$ cat src/rtl/serial_adder_ctrl.sv
// rtl/serial_adder_ctrl.sv - bit-serial adder sequencer around a single 1-bit full adder
// Optional subtract mode enabled by defining SERIAL_SUB_EN (adds the sub input port).

module full_adder_1b (
    input  logic i_a,
    input  logic i_b,
    input  logic i_c,
    output logic o_s,
    output logic o_c
);
    assign o_s = i_a ^ i_b ^ i_c;
    assign o_c = (i_a & i_b) | (i_a & i_c) | (i_b & i_c);
endmodule

module serial_adder_ctrl #(
    parameter int WIDTH = 8
) (
    input  logic             clk,
    input  logic             rst,
    input  logic             start,
    input  logic [WIDTH-1:0] a,
    input  logic [WIDTH-1:0] b,
    input  logic             cin,
`ifdef SERIAL_SUB_EN
    input  logic             sub,
`endif
    output logic             busy,
    output logic             done,
    output logic [WIDTH-1:0] sum,
    output logic             cout
);
    localparam int CW = $clog2(WIDTH + 1);
    localparam logic [CW-1:0] LAST_CNT = CW'(WIDTH - 1);

    typedef enum logic [1:0] {
        S_IDLE = 2'd0,
        S_RUN  = 2'd1,
        S_DONE = 2'd2
    } state_t;

    state_t           r_state;
    logic [WIDTH-1:0] r_a_sr;
    logic [WIDTH-1:0] r_b_sr;
    logic [WIDTH-1:0] r_s_sr;
    logic             r_carry;
    logic [CW-1:0]    r_cnt;
    logic [WIDTH-1:0] r_sum;
    logic             r_cout;

    logic             w_fa_s;
    logic             w_fa_c;
    logic [WIDTH-1:0] w_s_next;
    logic [WIDTH-1:0] w_b_load;
    logic             w_c_load;

    // Subtraction is a + ~b + 1; cout then reads as "no borrow".
`ifdef SERIAL_SUB_EN
    assign w_b_load = sub ? ~b : b;
    assign w_c_load = sub ? 1'b1 : cin;
`else
    assign w_b_load = b;
    assign w_c_load = cin;
`endif

    full_adder_1b u_fa (
        .i_a (r_a_sr[0]),
        .i_b (r_b_sr[0]),
        .i_c (r_carry),
        .o_s (w_fa_s),
        .o_c (w_fa_c)
    );

    // Sum bits enter at the MSB so that after WIDTH shifts bit 0 lands at the LSB.
    generate
        if (WIDTH == 1) begin : g_w1
            assign w_s_next = w_fa_s;
        end else begin : g_wn
            assign w_s_next = {w_fa_s, r_s_sr[WIDTH-1:1]};
        end
    endgenerate

    always_ff @(posedge clk or posedge rst) begin
        if (rst) begin
            r_state <= S_IDLE;
            r_a_sr  <= '0;
            r_b_sr  <= '0;
            r_s_sr  <= '0;
            r_carry <= 1'b0;
            r_cnt   <= '0;
            r_sum   <= '0;
            r_cout  <= 1'b0;
        end else begin
            case (r_state)
                S_IDLE: begin
                    if (start) begin
                        r_a_sr  <= a;
                        r_b_sr  <= w_b_load;
                        r_carry <= w_c_load;
                        r_s_sr  <= '0;
                        r_cnt   <= '0;
                        r_state <= S_RUN;
                    end
                end
                S_RUN: begin
                    r_a_sr  <= r_a_sr >> 1;
                    r_b_sr  <= r_b_sr >> 1;
                    r_s_sr  <= w_s_next;
                    r_carry <= w_fa_c;
                    r_cnt   <= r_cnt + CW'(1);
                    if (r_cnt == LAST_CNT) begin
                        r_sum   <= w_s_next;
                        r_cout  <= w_fa_c;
                        r_state <= S_DONE;
                    end
                end
                S_DONE: begin
                    r_state <= S_IDLE;
                end
                default: begin
                    r_state <= S_IDLE;
                end
            endcase
        end
    end

    assign busy = (r_state != S_IDLE);
    assign done = (r_state == S_DONE);
    assign sum  = r_sum;
    assign cout = r_cout;

endmodule
$ cat config.mk
export PLATFORM = sky130hd
export DESIGN_NAME = serial_adder_ctrl
export DESIGN_NICKNAME = d
export VERILOG_FILES = /design/src/rtl/serial_adder_ctrl.sv
export SDC_FILE = /design/constraint.sdc
export NUM_CORES = 1
export LEC_CHECK = 0
export ABC_AREA = 1
export ABC_CLOCK_PERIOD_IN_PS = 1500
export CORE_MARGIN = 2
export CORE_UTILIZATION = 35
export CTS_BUF_LIST = sky130_fd_sc_hd__clkbuf_16
export CTS_CLUSTER_DIAMETER = 150
export CTS_CLUSTER_SIZE = 30
export DETAILED_ROUTE_END_ITERATION = 10
export GPL_TIMING_DRIVEN = 1
export MAX_ROUTING_LAYER = met4
export PLACE_DENSITY = 0.68
export SYNTH_ARGS = -nofsm -noshare
export SYNTH_HDL_FRONTEND = slang
export SYNTH_SLANG_ARGS = --single-unit
$ cat constraint.sdc
create_clock -name clk -period 1.5 [get_ports clk]
set_input_delay 0.45 -clock clk [delete_from_list [all_inputs] [get_ports clk]]
set_output_delay 0.45 -clock clk [all_outputs]
set_load 0.02 [all_outputs]
==> metrics.txt <==
# TYPE chip_impl_metric gauge
chip_impl_info{name="status",value="finished clean"} 1
chip_impl_metric{name="cp.depth",unit=""} 1
chip_impl_metric{name="max_freq",unit="MHz"} 691
chip_impl_info{name="crit_path_cell_trace",value="dlygate4sd2_1"} 1
chip_impl_metric{name="place_congestion",unit=""} 0.723
chip_impl_info{name="setup_repair_after_global_routing_missed_its_margin",value="no"} 1
chip_impl_metric{name="grt_overflow_total",unit=""} 0
chip_impl_metric{name="total_routed_length",unit="um"} 3350
chip_impl_metric{name="setup_ws",unit="ns"} 0.0532
chip_impl_metric{name="synth_cell_types",unit=""} 20
chip_impl_metric{name="cp.buffers_inverters",unit=""} 1
chip_impl_metric{name="power-per-cell-area",unit="mW/mm^2"} 1970
chip_impl_metric{name="nets",unit=""} 249
chip_impl_metric{name="synth_compound_gate_area_share",unit="%"} 3.35
chip_impl_info{name="postSynth.topFlopCell",value="dfrtp_1"} 1
chip_impl_metric{name="place.port_buffers",unit=""} 30
chip_impl_metric{name="reg2reg_depth",unit=""} 6
chip_impl_metric{name="post_synth_fa_ha_maj_area_fraction",unit="%"} 1.94
chip_impl_metric{name="grt_pass1_vias",unit=""} 1374
chip_impl_info{name="timing_worst_setup_path_type",value="reg -> out"} 1
chip_impl_metric{name="grt_max_degree",unit=""} 40
chip_impl_metric{name="floorplan.rows",unit=""} 25
chip_impl_metric{name="skew",unit="ns"} 0.00402
chip_impl_metric{name="dpl.cell_count",unit=""} 274
chip_impl_metric{name="drt_iter0_drc",unit=""} 106
chip_impl_metric{name="die_y",unit="um"} 73.3
chip_impl_metric{name="cts_max_level",unit=""} 2
chip_impl_metric{name="mean_number_of_vias_per_cell",unit=""} 4.85
chip_impl_info{name="critical_path.top_delay_family",value="flip-flops"} 1
chip_impl_metric{name="total_die_area",unit="mm^2"} 0.00537
chip_impl_metric{name="ir_drop",unit="mV"} 0.649
chip_impl_metric{name="cts_made_buffers",unit=""} 5
chip_impl_metric{name="drc",unit=""} 0
chip_impl_metric{name="vias",unit=""} 1369
chip_impl_metric{name="clk_latency",unit="ns"} 0.28
chip_impl_metric{name="post_drt_wl_per_cell",unit="um"} 11.9
chip_impl_metric{name="syn-mean-instance-area",unit="um^2"} 8.84
chip_impl_metric{name="ys_seq_elements",unit=""} 39
chip_impl_info{name="worstSetupStartpointType",value="register"} 1
chip_impl_info{name="tritoncts",value="done"} 1
chip_impl_metric{name="synth_mux_area_share",unit="%"} 0
chip_impl_metric{name="report.final.setup_viol",unit=""} 0
chip_impl_metric{name="drt.antenna.violating_nets",unit=""} 0
chip_impl_metric{name="grtUsageTotal",unit="%"} 15.4
chip_impl_info{name="ctsRootBufferMaster",value="clkbuf_16"} 1
chip_impl_metric{name="synth_area",unit="mm^2"} 0.00168
chip_impl_metric{name="crit_share_post_route",unit="%"} 96.5
chip_impl_metric{name="synth_xor_xnor_area_share",unit="%"} 0
chip_impl_metric{name="drv.max_cap_violation_count",unit=""} 0
chip_impl_metric{name="fin_cells",unit=""} 282
chip_impl_metric{name="total_power",unit="mW"} 4.36
chip_impl_metric{name="place.detailed.hpwl",unit="um"} 2280
chip_impl_metric{name="required_time_reported_for_the_critical_path_endpoint",unit="ns"} 1.05
chip_impl_metric{name="synthToLayoutAreaGrowth",unit="%"} 31.5
chip_impl_metric{name="detailedPlace.worstSlack",unit="ns"} -0.0378
chip_impl_metric{name="synthSimpleGateAreaFrac",unit="%"} 31.1
chip_impl_metric{name="stdcell_area",unit="mm^2"} 0.00221
chip_impl_metric{name="reg2reg_setup_slack",unit="ns"} 0.16
chip_impl_metric{name="worst_pin_slew",unit="ns"} 0.409
chip_impl_metric{name="cts_buffer_depth",unit=""} 2
chip_impl_metric{name="num-fill-cells",unit=""} 454
chip_impl_metric{name="final.min_clock_period",unit="ns"} 1.45
chip_impl_metric{name="antenna_found_initial",unit=""} 0
chip_impl_info{name="critical_path.reg2reg.endpoint",value="sum[7]"} 1
chip_impl_metric{name="synth_nets",unit=""} 212
chip_impl_metric{name="fraction_of_final_layout_cells_sized_beyond_drive_strength_1",unit="%"} 10.5
chip_impl_metric{name="design.portCount",unit=""} 31
chip_impl_metric{name="slew-limit-headroom",unit="%"} 72.7
chip_impl_metric{name="floorplan.core_area",unit="mm^2"} 0.00466
chip_impl_info{name="regToRegStartpoint",value="r_state[1]"} 1
chip_impl_metric{name="chipWidth",unit="um"} 73.3
chip_impl_metric{name="cp_data_arrival_time",unit="ns"} 1.00
chip_impl_metric{name="placement.cell_area",unit="mm^2"} 0.00209
chip_impl_metric{name="initial_core_util",unit="%"} 36.0
chip_impl_metric{name="post_synth_inst_count",unit=""} 190
chip_impl_info{name="timing.hold.worst.class",value="reg -> reg"} 1
chip_impl_metric{name="detailedRoute.firstPassIterationCount",unit=""} 4
chip_impl_info{name="combinational_family_with_the_most_area_after_synthesis",value="simple AND/OR/NAND/NOR gates"} 1
chip_impl_metric{name="cts.reportedPaths.clkPinSlew",unit="ns"} 0.06
chip_impl_metric{name="power.static_leakage",unit="nW"} 1.10
chip_impl_metric{name="clock_sinks",unit=""} 39
chip_impl_info{name="slowest_stage",value="dfrtp_1"} 1
chip_impl_info{name="worst_setup_path_startpoint",value="cout"} 1
chip_impl_metric{name="max_stage_delay",unit="ns"} 0.39
chip_impl_metric{name="synth-seq-area-share",unit="%"} 58.1
chip_impl_metric{name="final-max-slew-violation-count",unit=""} 0
chip_impl_metric{name="grt_first_pass_wirelength",unit="um"} 6070
chip_impl_metric{name="ys_warnings",unit=""} 0
chip_impl_metric{name="number_of_enable_flip_flop_cells_after_synthesis",unit=""} 0
chip_impl_metric{name="ys_async_sr_fraction",unit="%"} 100
chip_impl_metric{name="worstPathMaxFanout",unit=""} 2
chip_impl_metric{name="hold_violations",unit=""} 0
chip_impl_metric{name="n_antenna_cell",unit=""} 0
chip_impl_info{name="endpoint",value="cout"} 1
chip_impl_info{name="endpoint_kind",value="primary output"} 1
## repair_timing
action                                  4_1_cts  5_1_grt
endpoints found under the setup margin       11        1
hold endpoints to repair                      0        0
gates resized for setup                      16        1
hold buffers                                  0        0
gates cloned                                  0        0
buffers inserted                              0        0
## worst reg2reg max path, delay by kind of cell, from the launching register on
kind                   cells  cell delay (ns)
DFF                        1             0.38
and+or+nand+nor            4             0.74
buffers and inverters      2             0.17
## where the power goes
group,total [mW],switching (mW),internal (mW)
logic,1.60,0.947,0.652
clock network,0.992,0.387,0.605
registers,1.77,0.267,1.50
## through the flow
stage          util [%]  hold WS, ns  setup TNS [ns]
3_3_place_gp       44.8        0.452         -0.0257
6_report           47.4        0.467               0
5_1_grt            47.4        0.494               0
4_1_cts            47.5        0.472               0
2_1_floorplan         -        0.442               0
3_5_place_dp       44.8        0.458          -0.112
## cell usage after synthesis (2+ instances only)
cell type	instances	area [um^2]
buf_6	2	22.5
nand3_1	40	200
o22ai_1	3	18.8
nand2_2	2	12.5
inv_2	2	7.51
nand2_1	71	267
o21ai_1	2	10.0
inv_1	8	30.0
nor2_1	5	18.8
dfrtp_1	39	976
buf_2	5	25.0
o21ai_0	3	15.0
## final cells by class
type | count | area (um^2) | share of cell area [%]
Clock inverter | 3 | 15.0 | 0.680
Tap cell | 54 | 67.6 | 3.06
Multi-Input combinational cell | 133 | 611 | 27.6
Inverter | 10 | 37.5 | 1.70
Timing Repair Buffer | 38 | 377 | 17.1
Sequential cell | 39 | 976 | 44.2
Clock buffer | 5 | 125 | 5.67
## placed cells by master, fill, tap and decap left out
cell and count:
nand2_1 71, nand3_1 40, dfrtp_1 39, clkdlybuf4s50_1 19, dlygate4sd2_1 9, inv_1 8
nor2_1 5, clkbuf_16 5, buf_4 5, o22ai_1 3, o21ai_0 3, clkinv_2 3
buf_12 3, inv_2 2, nand2_2 2, o21ai_1 2, buf_2 2, nor2_4 1
nor2_2 1, nand4_1 1, a21oi_1 1, o21bai_1 1, fa_1 1, ha_1 1
## logic make-up after synthesis
family                     Yosys count
AOI/OAI and AO/OA                   10
adders and majority gates            2
buffers and inverters               18
DFF                                 39
and+or+nand+nor                    121
## state kept, by name (all words and copies together), names as in the netlist
register / flops
r_a_sr: 8
r_b_sr: 8
sum: 8
r_s_sr: 7
r_cnt: 4
r_state: 2
cout: 1
r_carry: 1
## worst min-delay path by stage
| stage | endpoint | startpoint | slack, ns | cells after the start |
|---|---|---|---|---|
| floorplan | sum[1] | r_s_sr[2] | 0.44 | 2 |
| detailed placement | sum[4] | r_s_sr[5] | 0.46 | 2 |
| global placement | sum[4] | r_s_sr[5] | 0.45 | 2 |
| global route | sum[3] | sum[3] | 0.49 | 2 |
| CTS | sum[6] | r_s_sr[7] | 0.47 | 2 |
| finish | sum[6] | r_s_sr[7] | 0.47 | 2 |
## metal layers
metal / track usage (%) / wire, um / up-vias
li1: - / - / 689
met1: 18.5 / 1550 / 644
met2: 23.5 / 1570 / 30
met3: 4.25 / 160 / 6
met4: 8.44 / 73 / 0
met5: - / 0 / -
(Power assumes the default switching activity.)
